File: config.mk
export PLATFORM = sky130hd
export DESIGN_NAME = l2_req_arbiter
export DESIGN_NICKNAME = d
export VERILOG_FILES = /design/src/rtl/l2_req_arbiter.sv
export SDC_FILE = /design/constraint.sdc
export NUM_CORES = 1
export LEC_CHECK = 0
export ABC_AREA = 1
export BUFFER_PORTS_ARGS = -buffer_cell sky130_fd_sc_hd__clkbuf_2
export CAP_MARGIN = 25
export CORE_AREA = 4 4 229 231
export DETAILED_ROUTE_END_ITERATION = 16
export DIE_AREA = 0 0 233 235
export PLACE_DENSITY = 0.54
export SYNTH_ARGS = -nofsm -noshare
export SYNTH_HDL_FRONTEND = slang
export SYNTH_SLANG_ARGS = --single-unit
File: constraint.sdc
create_clock -name clk -period 1.7 [get_ports clk]
set_input_delay 0.34 -clock clk [delete_from_list [all_inputs] [get_ports clk]]
set_output_delay 0.34 -clock clk [all_outputs]
set_load 0.005 [all_outputs]
File: src/rtl/l2_req_arbiter.sv
// Round-robin arbiter sharing one non-pipelined L2 request port between L1_D (0) and L1_I (1).
// Optional saturating per-requester grant counters are enabled with `define L2_ARB_PERF_CNT_EN.
module l2_req_arbiter #(
   parameter int ADDR_W  = 64,
   parameter int WDATA_W = 64,
   parameter int LINE_W  = 128
) (
   input  logic               clk,
   input  logic               rst_n,
   input  logic [1:0]         req_valid,
   output logic [1:0]         req_ready,
   input  logic               d_we,
   input  logic [ADDR_W-1:0]  d_addr,
   input  logic [WDATA_W-1:0] d_wdata,
   input  logic [2:0]         d_size,
   input  logic [ADDR_W-1:0]  i_addr,
   output logic               l2_valid,
   input  logic               l2_ready,
   output logic               l2_we,
   output logic [ADDR_W-1:0]  l2_addr,
   output logic [WDATA_W-1:0] l2_wdata,
   output logic [2:0]         l2_size,
   input  logic               l2_resp_valid,
   input  logic [LINE_W-1:0]  l2_resp_data,
   output logic [1:0]         resp_valid,
   output logic [LINE_W-1:0]  resp_data,
   output logic               busy
`ifdef L2_ARB_PERF_CNT_EN
   ,
   output logic [31:0]        d_grant_cnt,
   output logic [31:0]        i_grant_cnt
`endif
);

   typedef enum logic [1:0] {
      ST_IDLE  = 2'd0,
      ST_ISSUE = 2'd1,
      ST_WAIT  = 2'd2,
      ST_RESP  = 2'd3
   } state_t;

   state_t             state_r,      state_s;
   logic               owner_r,      owner_s;
   logic               ptr_r,        ptr_s;
   logic [1:0]         req_ready_r,  req_ready_s;
   logic               l2_valid_r,   l2_valid_s;
   logic               l2_we_r,      l2_we_s;
   logic [ADDR_W-1:0]  l2_addr_r,    l2_addr_s;
   logic [WDATA_W-1:0] l2_wdata_r,   l2_wdata_s;
   logic [2:0]         l2_size_r,    l2_size_s;
   logic [1:0]         resp_valid_r, resp_valid_s;
   logic [LINE_W-1:0]  resp_data_r,  resp_data_s;
   logic               busy_r,       busy_s;
   logic               grant_s;

   function automatic logic [1:0] onehot(input logic sel);
      return sel ? 2'b10 : 2'b01;
   endfunction

   // Requester selection: a lone requester wins, a conflict goes to ptr_r (the one not granted last)
   always_comb begin
      grant_s = 1'b0;
      if (req_valid == 2'b11) begin
         grant_s = ptr_r;
      end else if (req_valid[1]) begin
         grant_s = 1'b1;
      end else begin
         grant_s = 1'b0;
      end
   end

   // Next-state and next-output logic of the transaction FSM
   always_comb begin
      state_s      = state_r;
      owner_s      = owner_r;
      ptr_s        = ptr_r;
      req_ready_s  = 2'b00;
      l2_valid_s   = l2_valid_r;
      l2_we_s      = l2_we_r;
      l2_addr_s    = l2_addr_r;
      l2_wdata_s   = l2_wdata_r;
      l2_size_s    = l2_size_r;
      resp_valid_s = 2'b00;
      resp_data_s  = resp_data_r;
      case (state_r)
         ST_IDLE: begin
            if (req_valid != 2'b00) begin
               state_s     = ST_ISSUE;
               owner_s     = grant_s;
               ptr_s       = ~grant_s;
               req_ready_s = onehot(grant_s);
               if (grant_s) begin
                  l2_we_s    = 1'b0;
                  l2_addr_s  = i_addr;
                  l2_wdata_s = '0;
                  l2_size_s  = 3'd7;
               end else begin
                  l2_we_s    = d_we;
                  l2_addr_s  = d_addr;
                  l2_wdata_s = d_wdata;
                  l2_size_s  = d_size;
               end
            end else begin
               state_s = ST_IDLE;
            end
         end
         ST_ISSUE: begin
            // First ISSUE cycle carries the accept pulse; the command is presented from the next one
            if (!l2_valid_r) begin
               l2_valid_s = 1'b1;
            end else if (l2_ready) begin
               l2_valid_s = 1'b0;
               if (l2_resp_valid) begin
                  resp_data_s  = l2_resp_data;
                  resp_valid_s = onehot(owner_r);
                  state_s      = ST_RESP;
               end else begin
                  state_s = ST_WAIT;
               end
            end else begin
               state_s = ST_ISSUE;
            end
         end
         ST_WAIT: begin
            if (l2_resp_valid) begin
               resp_data_s  = l2_resp_data;
               resp_valid_s = onehot(owner_r);
               state_s      = ST_RESP;
            end else begin
               state_s = ST_WAIT;
            end
         end
         ST_RESP: begin
            state_s = ST_IDLE;
         end
         default: begin
            state_s    = ST_IDLE;
            l2_valid_s = 1'b0;
         end
      endcase
      busy_s = (state_s != ST_IDLE);
   end

   // State and output registers
   always_ff @(posedge clk or negedge rst_n) begin
      if (!rst_n) begin
         state_r      <= ST_IDLE;
         owner_r      <= 1'b0;
         ptr_r        <= 1'b0;
         req_ready_r  <= 2'b00;
         l2_valid_r   <= 1'b0;
         l2_we_r      <= 1'b0;
         l2_addr_r    <= '0;
         l2_wdata_r   <= '0;
         l2_size_r    <= 3'd0;
         resp_valid_r <= 2'b00;
         resp_data_r  <= '0;
         busy_r       <= 1'b0;
      end else begin
         state_r      <= state_s;
         owner_r      <= owner_s;
         ptr_r        <= ptr_s;
         req_ready_r  <= req_ready_s;
         l2_valid_r   <= l2_valid_s;
         l2_we_r      <= l2_we_s;
         l2_addr_r    <= l2_addr_s;
         l2_wdata_r   <= l2_wdata_s;
         l2_size_r    <= l2_size_s;
         resp_valid_r <= resp_valid_s;
         resp_data_r  <= resp_data_s;
         busy_r       <= busy_s;
      end
   end

   assign req_ready  = req_ready_r;
   assign l2_valid   = l2_valid_r;
   assign l2_we      = l2_we_r;
   assign l2_addr    = l2_addr_r;
   assign l2_wdata   = l2_wdata_r;
   assign l2_size    = l2_size_r;
   assign resp_valid = resp_valid_r;
   assign resp_data  = resp_data_r;
   assign busy       = busy_r;

`ifdef L2_ARB_PERF_CNT_EN
   logic [31:0] d_cnt_r;
   logic [31:0] i_cnt_r;

   // Saturating grant counters, stepped together with the accept pulse
   always_ff @(posedge clk or negedge rst_n) begin
      if (!rst_n) begin
         d_cnt_r <= 32'd0;
         i_cnt_r <= 32'd0;
      end else begin
         if (req_ready_s[0] && (d_cnt_r != 32'hFFFF_FFFF)) begin
            d_cnt_r <= d_cnt_r + 32'd1;
         end
         if (req_ready_s[1] && (i_cnt_r != 32'hFFFF_FFFF)) begin
            i_cnt_r <= i_cnt_r + 32'd1;
         end
      end
   end

   assign d_grant_cnt = d_cnt_r;
   assign i_grant_cnt = i_cnt_r;
`endif

endmodule

# After elaboration in Yosys (flattened, before gate mapping)
# Cells that the tools add are included.
totals:
  register_bits: 270
  elab_cells: 50
  output_inout_bits: 266
  input_bits: 330
classes:
  reduce_logical: 6
  n_eq_ne: 6
  bitwise_logic: 1
  muxes: 25
ops:
  columns: ["op", "n"]
  rows:
  - ["two-way mux 128 bit", 3]
  - ["one-hot mux 128 bit (2 select lines)", 1]
  - ["two-way mux 64 bit", 2]
  - ["two-way mux 2 bit", 9]
  - ["one-hot mux 2 bit (4 select lines)", 1]
  - ["two-way mux 1 bit", 7]
  - ["equality test 2 bit (second input constant)", 3]
  - ["nonzero test 2 bit", 3]
  - ["inequality test 2 bit (second input constant)", 2]
  - ["one-hot mux 2 bit (2 select lines)", 1]
  - ["two-way mux 3 bit", 1]
  - ["AND reduction 3 bit", 1]
  - ["equality test 2 x 1 -> 1 bit (second input constant)", 1]
  - ["zero test 2 bit", 1]
  - ["AND reduction 2 bit", 1]
  - ["inverter 1 bit", 1]

# Logic depth before layout (Yosys ltp)
# Gate-level depths: netlist of the first run.
logic_depth:
  word_depth: 5
  ltp_mapped: 10
  depth_no_buf: 8

# Worst setup path before layout of the first run
# Ideal clock, no wire load.
synth_path:
  kind: "flip-flop to flip-flop"
  from: "reg state_r[0]"
  to: "reg l2_wdata_r[23], in the netlist l2_wdata[23]"
  synth_period_minus_slack_ps: 1503
  path_buffers: 2
  stages_incl_launch_ff: 11
  setup_slack_ps: 197
  t_arrival_ps: 1437
  setup_ps: 66
  required_time_ps: 1634
  path_cell_list: "dfrtp_1 inv_1 ha_1 inv_1 nor2_4 nand2_1 inv_2 buf_4 buf_4 nand2_1 nand2_1"
synth_between:
  elab_chain_cells: 2
synth_lines:
  columns: ["element", "line_no", "text"]
  rows:
  - ["start: declaration", "42", "state_t state_r, state_s;"]
  - ["start signal: assignment", "160", "state_r <= state_s;"]
  - ["zero test 2 bit", "85", "case (state_r)"]
  - ["AND reduction 2 bit (no line)", null, null]
  - ["end signal: assignment", "167", "l2_wdata_r <= l2_wdata_s;"]
  - ["end: declaration", "49", "logic [WDATA_W-1:0] l2_wdata_r, l2_wdata_s;"]
# Every way passes these cells.
# A chain may end at the register's enable or synchronous reset.

# Worst setup path after layout of the first run
layout_path:
  from: "reg state_r[0]"
  to: "reg resp_data_r[113], in the netlist resp_data[113]"
layout_between:
  elab_chain_cells: 3
  word_cells_on_any_way: 7
  classes_between: "eq/ne (4); mux (1); reduce/logical (2)"
layout_lines:
  columns: ["element", "line_no", "text"]
  rows:
  - ["equality test 2 x 1 -> 1 bit / equality test 2 bit (equally long branches)", "85", null]
  - ["inequality test 2 bit (no line) / nonzero test 2 bit (equally long branches)", null, null]
  - ["AND reduction 3 bit (no line)", null, null]
  - ["end signal: assignment", "170", "resp_data_r <= resp_data_s;"]
  - ["end: declaration", "52", "logic [LINE_W-1:0] resp_data_r, resp_data_s;"]
# Several ways; a longest one is shown, not always the timed one.

==> out/results.ini, run 1 <==
[critical_path]
critical_path_class=register to register
crit_slowest_cell=dfrtp_1
path_cells=buf_6 > ha_4 > buf_6 > a21boi_4 > buf_12 > nand2_8 > buf_16 > nand2_1 > nand2_1
worst_ep_required_time_ns=2.14
path_depth=9
start_kind=register
max_stage_delay_ns=0.39
end_kind=register
path_max_fanout=25
r2r_cells=9
cp_top_family=buffers and inverters
path_buf_inv=4
arrival_ns=2.13

[clocking]
clk_latency_ns=0.56
cts_made_buffers=30
cts_sinks=270
cts-root-buf=clkbuf_16
h-tree-depth=1
cts_tree=done
clkTransAtPathRegs_ns=0.05
clockBufferDepth=3

[sta]
drv_slew=0
fin_skew_ns=0.0110
fin_setup_tns_ns=0
max_freq_mhz=593
final_hold_viol_count=0
worst_pin_slew_ns=0.330
min_period_ns=1.69
post-route-period-util_pct=99.2
slew_headroom_pct=78.0
rsz0062_at_grt=true
finalSetupViolations=0
timing.final.ws_setup_ns=0.0142

[power_and_ir_drop]
seqPwrFrac_pct=35.1
switching_power_mw=12.6
power.internal_mw=20.0
swShare_pct=38.7
power_density_nw_per_um2=1710
power_frac_clock_pct=19.9
power_frac_comb_pct=45.0
ir_worst_vdd_uv=756
p_leak_nw=10.5

[synthesis]
synth_nets=1637
synth_top_family_by_area=simple AND/OR/NAND/NOR gates
syn_area_um2=11100
synth_cell_types=18
synth_seq_cells=270
ys_warn_count=0
synthSimpleGateAreaFrac_pct=34.0
synth_compound_area_share_pct=0.383
syn_inst=1303
synth_xor_area_share_pct=0
avgSynthCellArea_um2=8.51
synthMuxAreaShare_pct=0
synthAdderAreaFrac_pct=0.451
synth.yosys.seq_area_share_pct=60.9

[finish]
final_common_cell=nand2_1
n_fill_cell=4972
drive_gt1_share_pct=35.6
area_growth_pct=72.2
layout_common_cells=nand2_1, clkbuf_2, dfrtp_1, nand3_1, dlygate4sd3_1
fin_nets=2483
finalCoreUtilization_pct=38.2

[hold_path]
holdCritPathClass=primary input to register
hold_path_depth=3

[drt]
firstDrtPassIters=4
vias_per_cell=4.28
drt_wl_total_mm=46.7
wire_per_inst_um=16.4
drc=0
drt-initial-drc-count=526
ant_nets=0
num_vias=12200

[floorplanning]
initial_core_util_pct=22.2
die_area_um2=54800
core_area_um2=50100
ios=596
die_h_um=235
rows=82
die_w_um=233

[placed_design]
globalplace.congestion=0.823
dp_slack_ns=-0.106
port_buffers=595
dpl.hpwl_mm=32.0

[global_routing]
grt_max_degree=64
antenna_found_initial=1
grt.total_usage_pct=15.2
grt.overflow.total=0
grt_pass1_wl_mm=67.6
grt_pass1_vias=12300

[run_status]
status=completed

[flow_run]
maxCapViolCount=0

worst reg2reg max path: cells and delay by family, from the launching register on:
kind	cells	cell delay (ns)
adder cells (fa/ha/maj)	1	0.17
flip-flops	1	0.39
AO/OA/AOI/OAI	1	0.16
buffers and inverters	4	0.61
AND/OR/NAND/NOR	3	0.25
metrics by stage:
stage / std cells / power (mW) / hold slack, ns / instance area (um2)
2_1_floorplan: 1303 / 17.3 / 0.0444 / 11100
3_3_place_gp: 2544 / 24.0 / 0.251 / 15200
3_5_place_dp: 2544 / 24.2 / 0.253 / 15200
4_1_cts: 2817 / 31.5 / 0.000544 / 18400
5_1_grt: 2844 / 35.1 / 0.0134 / 19100
6_report: 2844 / 32.7 / 0.0311 / 19100
state kept, by name, indices dropped and copies added, names as in the netlist, 2 cells and up:
register / count
req_ready: 2
resp_data: 128
l2_size: 3
l2_wdata: 64
resp_valid: 2
l2_addr: 64
state_r: 2
synth_stat cells:
cell type	number	area [um2]
nor2_4	1	11.3
nand2_2	1	6.26
a21boi_1	1	7.51
buf_1	3	11.3
buf_2	66	330
inv_2	3	11.3
nor2_1	17	63.8
a21oi_1	1	5.00
dfrtp_1	270	6760
buf_4	7	52.6
nand3_1	230	1150
nand2_1	674	2530
inv_1	8	30.0
o21ai_0	3	15.0
clkbuf_1	10	37.5
nor3_1	2	10.0
ha_1	4	50.1
o21bai_1	2	15.0
kinds of logic (layout without fill, tap and decap cells):
family | after synthesis | count (layout)
AND/OR/NAND/NOR | 925 | 926
flip-flops | 270 | 270
buffers and inverters | 97 | 964
AO/OA/AOI/OAI | 7 | 7
adder cells (fa/ha/maj) | 4 | 4
other | 0 | 1
power groups by stage:
stage               Sequential [mW]  Combinational, mW  Clock [mW]
floorplan                      11.4               5.86           0
global placement               11.4               12.6           0
detailed placement             11.4               12.8           0
CTS                            11.4               13.4        6.69
global route                   11.8               16.4        6.87
finish                         11.5               14.7        6.50
per-layer routing:
layer | GRT usage, % | vias to the layer above | share of wire [%]
met5 | 0 | - | 0
met4 | 5.81 | 0 | 3.6
met3 | 3.49 | 93 | 8.1
met2 | 26.6 | 581 | 50
met1 | 17.9 | 5691 | 38
li1 | - | 5814 | -
final cells by class:
class | instances | area (um2) | area share (%)
Timing Repair Buffer | 899 | 6410 | 33.5
Inverter | 11 | 56.3 | 0.295
Tap cell | 672 | 841 | 4.40
Antenna cell | 1 | 2.50 | 0.0131
Clock inverter | 7 | 70.1 | 0.367
Clock buffer | 47 | 916 | 4.79
Multi-Input combinational cell | 937 | 4050 | 21.2
Sequential cell | 270 | 6760 | 35.4
worst paths after layout:
kind                       slack [ns]         startpoint              to
hold reg to reg                  0.43            owner_r   resp_valid[0]
min in group asynchronous        0.26              rst_n    resp_data[0]
hold / removal                   0.03  l2_resp_data[113]  resp_data[113]
max in group asynchronous        0.82              rst_n   resp_data[68]
setup / recovery                 0.01         state_r[0]  resp_data[113]
setup reg to reg                 0.01         state_r[0]  resp_data[113]
timing repair:
item                                   4_1_cts  5_1_grt
gates cloned                                 1       19
setup endpoints to repair                  202      240
pin swaps                                    1        6
gates resized for setup                      6       62
buffers inserted                             1        7
hold buffers                               217        0
endpoints found under the hold margin      283        0
No activity file was read; power rests on OpenSTA's default activity.
==> inputs of run 2 (changes only) <==
Settings changed: CTS_BUF_LIST set to sky130_fd_sc_hd__clkbuf_16.
==> run 2 against run 1 <==
  * Die area is the same
  * Routed wire length is essentially flat
  * Power shrank 1.1%
  * Combinational power is essentially flat
  * Flip-flop and latch count is the same
  * Sequential share of layout area grew 0.23 points
  * Clock power shrank 6.5%
  * Non-clock buffer count shrank 6
  * Clock skew is essentially flat
  * Sequential power is essentially flat
  * Register-to-register slack is essentially flat
  * Largest power group unchanged
==> out/results.ini, run 2 (synthesis gave the netlist of run 1 again) <==
[placed_design]
dpl.hpwl_mm=32.0  ; unchanged
placed_area_um2=15200  ; unchanged
globalplace.congestion=0.823  ; unchanged
port_buffers=595  ; unchanged
dp_slack_ns=-0.106  ; unchanged

[clocking]
h-tree-depth=1  ; unchanged
clk_latency_ns=0.56  ; about the same
clkTransAtPathRegs_ns=0.06  ; about the same
cts_sinks=270  ; unchanged
cts-root-buf=clkbuf_16
cts_made_buffers=30  ; unchanged
cts_tree=done
clockBufferDepth=3  ; unchanged

[global_routing]
antenna_found_initial=1  ; unchanged
grt_pass1_vias=12200  ; -0.49%
grt.total_usage_pct=15.1  ; -0.048 points
grt_pass1_wl_mm=67.4  ; -0.23%
grt_max_degree=64  ; unchanged
grt.overflow.total=0  ; unchanged

[finish]
post-route-cell-area_um2=19000  ; -0.64%
fin_nets=2477  ; -0.24%
finalCoreUtilization_pct=37.9  ; -0.24 points
layout_common_cells=nand2_1, clkbuf_2, dfrtp_1, nand3_1, dlygate4sd3_1
drive_gt1_share_pct=35.2  ; -0.36 points
final_common_cell=nand2_1
area_growth_pct=71.1
largest_reg_flops=128  ; unchanged

[floorplanning]
die_w_um=233  ; unchanged
rows=82  ; unchanged
ios=596  ; unchanged
core_area_um2=50100  ; unchanged
die_h_um=235  ; unchanged
initial_core_util_pct=22.2  ; unchanged
die_area_um2=54800  ; unchanged

[drt]
vias_per_cell=4.27  ; -0.38%
num_vias=12100  ; -0.59%
drt-initial-drc-count=496  ; -5.7%
drt_wl_total_mm=46.7  ; about the same
ant_nets=0  ; unchanged
firstDrtPassIters=5  ; +1
drc=0  ; unchanged
wire_per_inst_um=16.4  ; +0.15%

[critical_path]
path_max_fanout=25  ; unchanged
arrival_ns=2.14  ; about the same
rrSetupSlack_ns=0.01  ; about the same
end_kind=register
worst_ep_required_time_ns=2.15  ; about the same
critical_path_class=register to register
timing.rr.end=resp_data[67]
start_kind=register
reg2reg_from=state_r[0]
r2r_cells=9  ; unchanged

[run_status]
status=completed

[sta]
finalSetupViolations=0  ; unchanged
rsz0062_at_grt=true
min_period_ns=1.69  ; +0.00355 ns
drv_slew=0  ; unchanged
timing.final.ws_setup_ns=0.0107  ; -0.00355 ns
hold_slack_ns=0.0301  ; -0.00106 ns
final_hold_viol_count=0  ; unchanged
fin_skew_ns=0.0113  ; +0.000339 ns
post-route-period-util_pct=99.4  ; +0.21 points
slew_headroom_pct=77.6  ; -0.39 points
worst_pin_slew_ns=0.335  ; +0.00589 ns
max_freq_mhz=592  ; -0.21%

[hold_path]
holdCritPathClass=primary input to register
hp-start=l2_resp_data[113]
hold-path-endpoint=resp_data[113]
hold_path_depth=3  ; unchanged

[power_and_ir_drop]
p_leak_nw=10.5  ; -0.35%
power_density_nw_per_um2=1700  ; -0.44%
ir_worst_vdd_uv=754  ; -0.24%

[flow_run]
maxCapViolCount=0  ; unchanged

[run 2: cell type report]
type                            count  area (um2)
Fill cell                        4996       31100
Sequential cell                   270        6760
Timing Repair Buffer              893        6370
Multi-Input combinational cell    937        4050
Tap cell                          672         841
Clock buffer                       31         776
Clock inverter                     23         130
Inverter                           11        53.8
Antenna cell                        1        2.50
[run 2: timing repair]
action / 4_1_cts / 5_1_grt
gates cloned: 1 / 17
buffers inserted: 1 / 6
setup endpoints to repair: 202 / 240
pin swaps: 1 / 7
endpoints found under the hold margin: 281 / 0
gates resized for setup: 6 / 65
hold buffers: 214 / 0
[run 2: through the flow]
step,instances,total power [mW],TNS (ns)
6_report,2838,32.3,0
4_1_cts,2814,31.1,-0.446
3_3_place_gp,2544,24.0,-1.10
3_5_place_dp,2544,24.2,-9.32
5_1_grt,2838,34.7,-7.29
2_1_floorplan,1303,17.3,0
[run 2: worst max-delay path by stage]
stage	from	endpoint	slack [ns]
final	state_r[0]	resp_data[67]	0.01
after global routing	state_r[0]	resp_data[37]	-0.09
after CTS	state_r[1]	l2_addr[28]	-0.04
after detailed placement	state_r[1]	resp_data[27]	-0.11
after global placement	state_r[1]	resp_data[100]	-0.04
after floorplan	state_r[0]	l2_wdata[23]	0.20
[run 2: routing by layer]
metal | global-route usage [%] | vias to the layer above | routed length, um
li1 | - | 5803 | -
met1 | 17.9 | 5641 | 18100
met2 | 26.8 | 580 | 23400
met3 | 3.40 | 83 | 3650
met4 | 5.16 | 0 | 1440
met5 | 0 | - | 0
[run 2: worst max-delay path, stage by stage (launching register included)]
cell,delay [ns]
dfrtp_1,0.39
buf_6,0.13
ha_4,0.17
buf_6,0.11
a21boi_4,0.16
buf_12,0.17
nand2_8,0.12
buf_16,0.19
nand2_1,0.07
nand2_1,0.05
[run 2: power by group]
part | switching [mW] | total (mW) | internal (mW)
registers | 1.89 | 11.5 | 9.56
logic | 8.11 | 14.8 | 6.66
clock network | 2.67 | 6.08 | 3.42
